### src/rtl/dram_access_ctrl.sv
// Purpose : processor-side initiator for the downsampling data memory. It runs the
//           image-load handshake, serves single-byte load/store requests through a
//           valid/ready port, runs the result write-back handshake, and flags timeouts.
// Ports   : clk/rst (async active-high); start/finish control pulses;
//           req_* request port with req_ready; resp_valid/resp_rdata load response;
//           busy/done/err status; mem_* registered strobes/address/data to the memory,
//           with mem_dout/mem_rd_done/mem_wr_done returned by it.
// Latency : a store strobe appears 1 cycle after accept; load data appears 3 cycles after accept.
module dram_access_ctrl #(
  parameter int ADDR_W  = 16,
  parameter int DATA_W  = 8,
  parameter int TIMEOUT = 1023
) (
  input  logic              clk,
  input  logic              rst,
  input  logic              start,
  input  logic              finish,
  input  logic              req_valid,
  input  logic              req_we,
  input  logic [ADDR_W-1:0] req_addr,
  input  logic [DATA_W-1:0] req_wdata,
  output logic              req_ready,
  output logic              resp_valid,
  output logic [DATA_W-1:0] resp_rdata,
  output logic              busy,
  output logic              done,
  output logic              err,
  output logic              mem_rd_en,
  output logic              mem_wr_en,
  output logic              mem_read,
  output logic              mem_write,
  output logic [ADDR_W-1:0] mem_addr,
  output logic [DATA_W-1:0] mem_din,
  input  logic [DATA_W-1:0] mem_dout,
  input  logic              mem_rd_done,
  input  logic              mem_wr_done
);

  localparam int CNT_W = $clog2(TIMEOUT + 1);
  // The count held during the last permitted waiting cycle; reaching it without a
  // done means TIMEOUT cycles have elapsed in the waiting state.
  localparam logic [CNT_W-1:0] TO_LAST = CNT_W'(TIMEOUT - 1);
  localparam logic [CNT_W-1:0] TO_MAX  = CNT_W'(TIMEOUT);

  typedef enum logic [2:0] {
    S_IDLE, S_LOAD, S_READY, S_RD_ISSUE, S_RD_CAPT, S_FLUSH, S_ERROR
  } state_t;

  state_t            r_state;
  state_t            w_next;
  logic [CNT_W-1:0]  r_cnt;

  logic              r_resp_valid;
  logic [DATA_W-1:0] r_resp_rdata;
  logic              r_done;
  logic              r_err;
  logic              r_mem_rd_en;
  logic              r_mem_wr_en;
  logic              r_mem_read;
  logic              r_mem_write;
  logic [ADDR_W-1:0] r_mem_addr;
  logic [DATA_W-1:0] r_mem_din;

  logic              w_accept;
  logic              w_timeout;
  logic              w_resp_valid;
  logic [DATA_W-1:0] w_resp_rdata;
  logic              w_done;
  logic              w_err;
  logic              w_mem_rd_en;
  logic              w_mem_wr_en;
  logic              w_mem_read;
  logic              w_mem_write;
  logic [ADDR_W-1:0] w_mem_addr;
  logic [DATA_W-1:0] w_mem_din;

  assign w_accept  = (r_state == S_READY) && req_valid;
  assign w_timeout = (r_cnt == TO_LAST);

  // State register and wait counter. The counter only advances while waiting on a
  // done handshake and restarts from zero whenever the state changes.
  always_ff @(posedge clk or posedge rst) begin
    if (rst) begin
      r_state <= S_IDLE;
      r_cnt   <= '0;
    end else begin
      r_state <= w_next;
      if (w_next != r_state) begin
        r_cnt <= '0;
      end else if (((r_state == S_LOAD) || (r_state == S_FLUSH)) && (r_cnt != TO_MAX)) begin
        r_cnt <= r_cnt + CNT_W'(1);
      end
    end
  end

  // Next-state logic. In READY an accepted request takes priority over finish,
  // which is then simply dropped.
  always_comb begin
    w_next = r_state;
    case (r_state)
      S_IDLE:     if (start) w_next = S_LOAD;
      S_LOAD: begin
        if (mem_rd_done)    w_next = S_READY;
        else if (w_timeout) w_next = S_ERROR;
      end
      S_READY: begin
        if (w_accept && !req_we)  w_next = S_RD_ISSUE;
        else if (!w_accept && finish) w_next = S_FLUSH;
      end
      S_RD_ISSUE: w_next = S_RD_CAPT;
      S_RD_CAPT:  w_next = S_READY;
      S_FLUSH: begin
        if (mem_wr_done)    w_next = S_IDLE;
        else if (w_timeout) w_next = S_ERROR;
      end
      S_ERROR:    w_next = S_ERROR;
      default:    w_next = S_IDLE;
    endcase
  end

  // Output logic: direct status decodes plus the next values of every registered output.
  always_comb begin
    req_ready    = (r_state == S_READY);
    busy         = (r_state != S_IDLE);
    // Handshake enables follow the state being entered, so they drop on the same
    // edge that sees the done (or the timeout).
    w_mem_rd_en  = (w_next == S_LOAD);
    w_mem_wr_en  = (w_next == S_FLUSH);
    w_mem_write  = w_accept && req_we;
    w_mem_read   = w_accept && !req_we;
    w_mem_addr   = w_accept ? req_addr : r_mem_addr;
    w_mem_din    = (w_accept && req_we) ? req_wdata : r_mem_din;
    // The memory registers its read data, so mem_dout is valid during RD_CAPT.
    w_resp_valid = (r_state == S_RD_CAPT);
    w_resp_rdata = (r_state == S_RD_CAPT) ? mem_dout : r_resp_rdata;
    w_done       = (r_state == S_FLUSH) && mem_wr_done;
    if (w_next == S_ERROR)                 w_err = 1'b1;
    else if ((r_state == S_IDLE) && start) w_err = 1'b0;
    else                                   w_err = r_err;
  end

  always_ff @(posedge clk or posedge rst) begin
    if (rst) begin
      r_resp_valid <= 1'b0;
      r_resp_rdata <= '0;
      r_done       <= 1'b0;
      r_err        <= 1'b0;
      r_mem_rd_en  <= 1'b0;
      r_mem_wr_en  <= 1'b0;
      r_mem_read   <= 1'b0;
      r_mem_write  <= 1'b0;
      r_mem_addr   <= '0;
      r_mem_din    <= '0;
    end else begin
      r_resp_valid <= w_resp_valid;
      r_resp_rdata <= w_resp_rdata;
      r_done       <= w_done;
      r_err        <= w_err;
      r_mem_rd_en  <= w_mem_rd_en;
      r_mem_wr_en  <= w_mem_wr_en;
      r_mem_read   <= w_mem_read;
      r_mem_write  <= w_mem_write;
      r_mem_addr   <= w_mem_addr;
      r_mem_din    <= w_mem_din;
    end
  end

  assign resp_valid = r_resp_valid;
  assign resp_rdata = r_resp_rdata;
  assign done       = r_done;
  assign err        = r_err;
  assign mem_rd_en  = r_mem_rd_en;
  assign mem_wr_en  = r_mem_wr_en;
  assign mem_read   = r_mem_read;
  assign mem_write  = r_mem_write;
  assign mem_addr   = r_mem_addr;
  assign mem_din    = r_mem_din;

endmodule

### config.mk
export PLATFORM = sky130hd
export DESIGN_NAME = dram_access_ctrl
export DESIGN_NICKNAME = d
export VERILOG_FILES = /design/src/rtl/dram_access_ctrl.sv
export SDC_FILE = /design/constraint.sdc
export NUM_CORES = 1
export LEC_CHECK = 0
export BUFFER_PORTS_ARGS = -buffer_cell sky130_fd_sc_hd__buf_2
export CAP_MARGIN = 20
export CORE_MARGIN = 1.5
export CORE_UTILIZATION = 30
export CTS_BUF_LIST = sky130_fd_sc_hd__clkbuf_2
export CTS_CLUSTER_SIZE = 12
export DETAILED_ROUTE_END_ITERATION = 12
export PLACE_DENSITY = 0.5
export SLEW_MARGIN = 20
export SYNTH_ARGS = -nofsm -noshare
export SYNTH_HDL_FRONTEND = slang
export SYNTH_SLANG_ARGS = --single-unit
### constraint.sdc
create_clock -name clk -period 2.07 [get_ports clk]
set_clock_uncertainty 0.15 [all_clocks]
set_input_delay 0 -clock clk [delete_from_list [all_inputs] [get_ports clk]]
set_output_delay 0 -clock clk [all_outputs]
set_load 0.05 [all_outputs]
* Yosys cells after proc, flatten, opt, wreduce, memory -nomap -nowiden
Cells that the tools add are included.
** Word-level totals
- Input bits :: 40
- Bits in registers :: 52
- Logic and storage cells :: 50
** Cells by class
- Add/sub/neg operators :: 1
- Reduce and logical (&&, ||, !) cells :: 14
- Muxes and demuxes :: 11
- Equal/unequal tests :: 12
** Operators with widths (count)
- $pmux W3 S7 :: 1
- $mux W10 :: 2
- $mux W3 :: 6
- $eq A3 B3 Y1 const B :: 5
- $add A10 B1 Y10 const B :: 1
- $eq A10 B10 Y1 const B :: 1
- $ne A10 B10 Y1 const B :: 1
- $logic_and A1 B1 Y1 :: 7
- $eq A3 B1 Y1 const B :: 2
- $eq A3 B2 Y1 const B :: 2
- $reduce_bool A2 Y1 :: 2
- $logic_not A3 Y1 :: 1
- $ne A3 B3 Y1 :: 1
- $reduce_bool A3 Y1 :: 1
- $logic_not A1 Y1 :: 2
- $mux W1 :: 2
- $logic_or A1 B1 Y1 :: 1

* Logic depth before layout (Yosys ltp)
- Depth after elaboration :: 9
- Depth in mapped cells :: 6

* Least setup slack after synthesis
Ideal clock, no wire load.
- Path type :: register to register
- Start point :: register r_state[0]
- End point :: register r_mem_addr[0] (netlist: mem_addr[0])
- Library setup time :: 125 ps
- Arrival :: 1480 ps
- Cell stages (with the launch flop) :: 7
- Clock period less this slack :: 1755 ps
- Path buffers :: 3
- Setup slack :: 315 ps
- Required time :: 1795 ps
- Cells stage by stage :: dfrtp_1 buf_2 nor2_1 and3_1 buf_2 buf_4 mux2_2
** On the way
- Longest elaborated chain between the ends :: 2
** Ends and longest elaborated chain
- start: declaration :: line 49 : state_t r_state;
- start signal: assignment :: line 87 : r_state <= w_next;
- $eq A3 B2 Y1 :: line 77 : assign w_accept = (r_state == S_READY) && req_valid;
- $logic_and A1 B1 Y1 :: line 77
- end signal: assignment :: line 163 : r_mem_addr <= w_mem_addr;
- end: declaration :: line 61 : logic [ADDR_W-1:0] r_mem_addr;
Every way passes these cells.
A chain may end at the register's enable or synchronous reset.

* Worst setup path in the final report
- Start point :: register r_state[1]
- End point :: register r_state[1]
** On the way
- Longest elaborated chain between the ends :: 7
** Ends and longest elaborated chain
- $eq A3 B2 Y1 :: line 77, 100
- $logic_and A1 B1 Y1 :: line 77
- $logic_not A1 Y1 :: line 108 : else if (!w_accept && finish) w_next = S_FLUSH;
- $logic_and A1 B1 Y1 :: line 108
- $mux W3 :: line 108
- $mux W3 :: line 107 : if (w_accept && !req_we) w_next = S_RD_ISSUE;
- $pmux W3 S7 * :: line 100 : case (r_state)
- via w_next[1] :: line 50 : state_t w_next;
The timed path passes the listed nets; every way through them passes the cells marked *.

==> reports/results.txt <==
Routability cong.: 0.736
WP data arrival: 2.21 ns
Slew Limit Fails: 0
FF/Latch Area: 1300 sq um
Hpwl dp: 3260 um
DR iter-0 viols: 66
Residual DRC count: 0
# rows: 31
Clk Tree Root Cell: clkbuf_2
# fillers: 719
Routed length per placed instance: 12.4 um
R2R Setup Slk: 0.07 ns
CTS tree: yes
Synth Instances: 172
Die W: 89.1 um
Rel. slew slack: 56.0%
Htree depth: 2
Critical path's slowest cell: dfrtp_1
MaxCap Viol Count: 0
Post-Syn Nets: 214
Setup TNS: 0 ns
Mapped cell area: 2220 sq um
Antenna violations before repair: 0
Core area: 7210 sq um
Sink Count: 52
Synth cell types: 40
Clock Latency Late Sink: 0.43 ns
Die footprint: 7940 sq um
Ys async rst share: 100%
Fin. Hold Viols: 0
Via density per instance: 4.34
First-pass GRT wire length: 7880 um
Min Clock Period, post-route: 2.00 ns
CP max FO: 14
Drt pass-1 iters: 4
# IOs: 81
Flops & latches, synth: 52
Hold crit path type: in -> async
Syn Area/Cell: 12.9 sq um
Multi-input logic area: 883 sq um
Post-synth EDFFs: 0
Pleak: 1.55 nW
Setup violators final: 0
Initial core utilization: 30.8%
Via count of the first global-routing pass: 1,702
Final period utilization: 96.6%
Largest net degree at the start of global routing: 53
Input/output buffers: 80
Post-synth top flop: dfrtp_1
Sequential share of the synthesized area: 58.5%
Crit-path cells: nand2b_1, o22a_1, o21ai_2, dlygate4sd3_1
Ranking of synthesized cells by area: dfrtp_1 (58%), mux2_2 (16%), nor2_1 (2.4%), xor2_1 (2.0%), nand2_1 (1.2%)
Final worst slack: 0.0701 ns
Startpoint class of the critical path: flop
Critical Path RT: 2.28 ns
WP buf/inv: 1
Worst vdd ir: 0.670 mV
Gr usage total: 12.9%
Die Y: 89.1 um
WL final: 4970 um
Nets: 342
Diode count: 0
CP peak stage delay: 0.62 ns
Critical path type: reg -> reg
Worst slack at placement: 0.235 ns
Cell taking the most area after synthesis: dfrtp_1
Max Fclk: 500 MHz
Vias post-DR: 1,731
Clock slew at reported path FFs: 0.26 ns
Fraction of layout cells with a size suffix above 1: 44.7%
Top Family by Delay on Critical Path: flip-flops
PwrDens: 1520 nW/um^2
CTS Buf Count: 5
Worst Tran Pin Value: 0.660 ns
CP endpoint kind: flop
Ys Warns: 0
WHS: 0.108 ns
Top cell type's share of synthesized area: 58.5%
RSZ-0062 raised after global routing: false
Buffer levels on the longest clock path: 2
Routed Antenna Nets: 0
Synth-to-Final Area Change: 44.5%
Run status: completed
Grt ovf: 0
==> per-layer routing <==
| metal | wire, um | up-vias | global-route usage [%] |
|---|---|---|---|
| met4 | 89 | 0 | 4.76 |
| met3 | 176 | 7 | 3.51 |
| met5 | 0 | - | 0 |
| li1 | - | 859 | - |
| met2 | 2450 | 37 | 20.5 |
| met1 | 2250 | 828 | 16.9 |
==> cell type report <==
class                   instances  share of cell area [%]
flip-flops and latches         52                    40.5
multi-input cells             110                    27.5
repair buffers                127                    26.5
well taps                      99                    3.85
clock buffers                   5                   0.779
inverters                       4                   0.467
clock inverters                 2                   0.389
==> cell usage in the layout (no fill, tap or decap), types with 2 or more instances in the layout <==
cell and n:
dlygate4sd3_1 40, xor2_1 5, ha_1 2, nand2b_1 4, inv_1 3, clkbuf_2 5, a21oi_1 3, nand2_1 7
xnor2_1 2, nand4_1 3, and2_1 4, nor2b_1 2, nand3b_1 2, mux2_2 32, and3_1 2, buf_4 7
nor3b_1 2, nor2_1 13, buf_2 80, nand3_1 5, dfrtp_1 52
==> state kept, by name (all words and copies together), names as in the netlist <==
register / cells
mem_addr: 16
r_cnt: 10
mem_din: 8
resp_rdata: 8
r_state: 3
done: 1
err: 1
mem_rd_en: 1
mem_read: 1
mem_wr_en: 1
mem_write: 1
resp_valid: 1
==> report_power, final <==
part	leakage [nW]	internal, mW	switching, mW
registers	0.653	1.41	0.216
clock network	0.0265	0.0758	0.316
logic	0.872	0.899	1.97
==> through the flow <==
stage | cells | area, sq um | power [mW] | util (%)
6_report | 399 | 3210 | 4.89 | 44.6
5_1_grt | 399 | 3210 | 5.19 | 44.6
4_1_cts | 399 | 3210 | 4.93 | 44.5
3_5_place_dp | 352 | 2770 | 4.44 | 38.4
3_3_place_gp | 352 | 2770 | 4.43 | 38.4
2_1_floorplan | 172 | 2220 | 3.78 | -
==> path summary, 6_finish.rpt <==
| check | from | to | cells past startpoint |
|---|---|---|---|
| max in group asynchronous | rst | r_cnt[2] | 4 |
| worst min register to register | mem_din[0] | mem_din[0] | 1 |
| worst max-delay path | r_state[1] | r_state[1] | 4 |
| worst min-delay path | rst | resp_rdata[6] | 4 |
| worst max register to register | r_state[1] | r_state[1] | 4 |
| min in group clk | req_we | mem_read | 3 |
==> Yosys cell counts, drive strengths merged (3+ instances only) <==
cell type / n
a21oi: 3
and2: 4
buf: 5
dfrtp: 52
inv: 4
mux2: 32
nand2: 8
nand2b: 4
nand3: 5
nand3b: 3
nand4: 4
nor2: 14
o21ai: 3
xor2: 5
==> cells by family after synthesis <==
group | synth area share (%)
AND/OR/NAND/NOR | 14.6
flip-flops | 58.5
multiplexers | 16.6
AO/OA/AOI/OAI | 4.33
buffers and inverters | 2.08
XOR/XNOR | 2.76
adder cells (fa/ha/maj) | 1.12
==> worst min-delay path, cell delays in order <==
cell	delay (ns)
dlygate4sd3_1	0.54
buf_2	0.13
inv_2	0.03
buf_4	0.53
==> timing repair <==
item,CTS,global route
endpoints found under the setup margin,0,1
hold endpoints to repair,93,0
hold buffers,40,0
setup buffers,0,0
gates resized for setup,0,2
No activity file was read; power rests on OpenSTA's default activity.
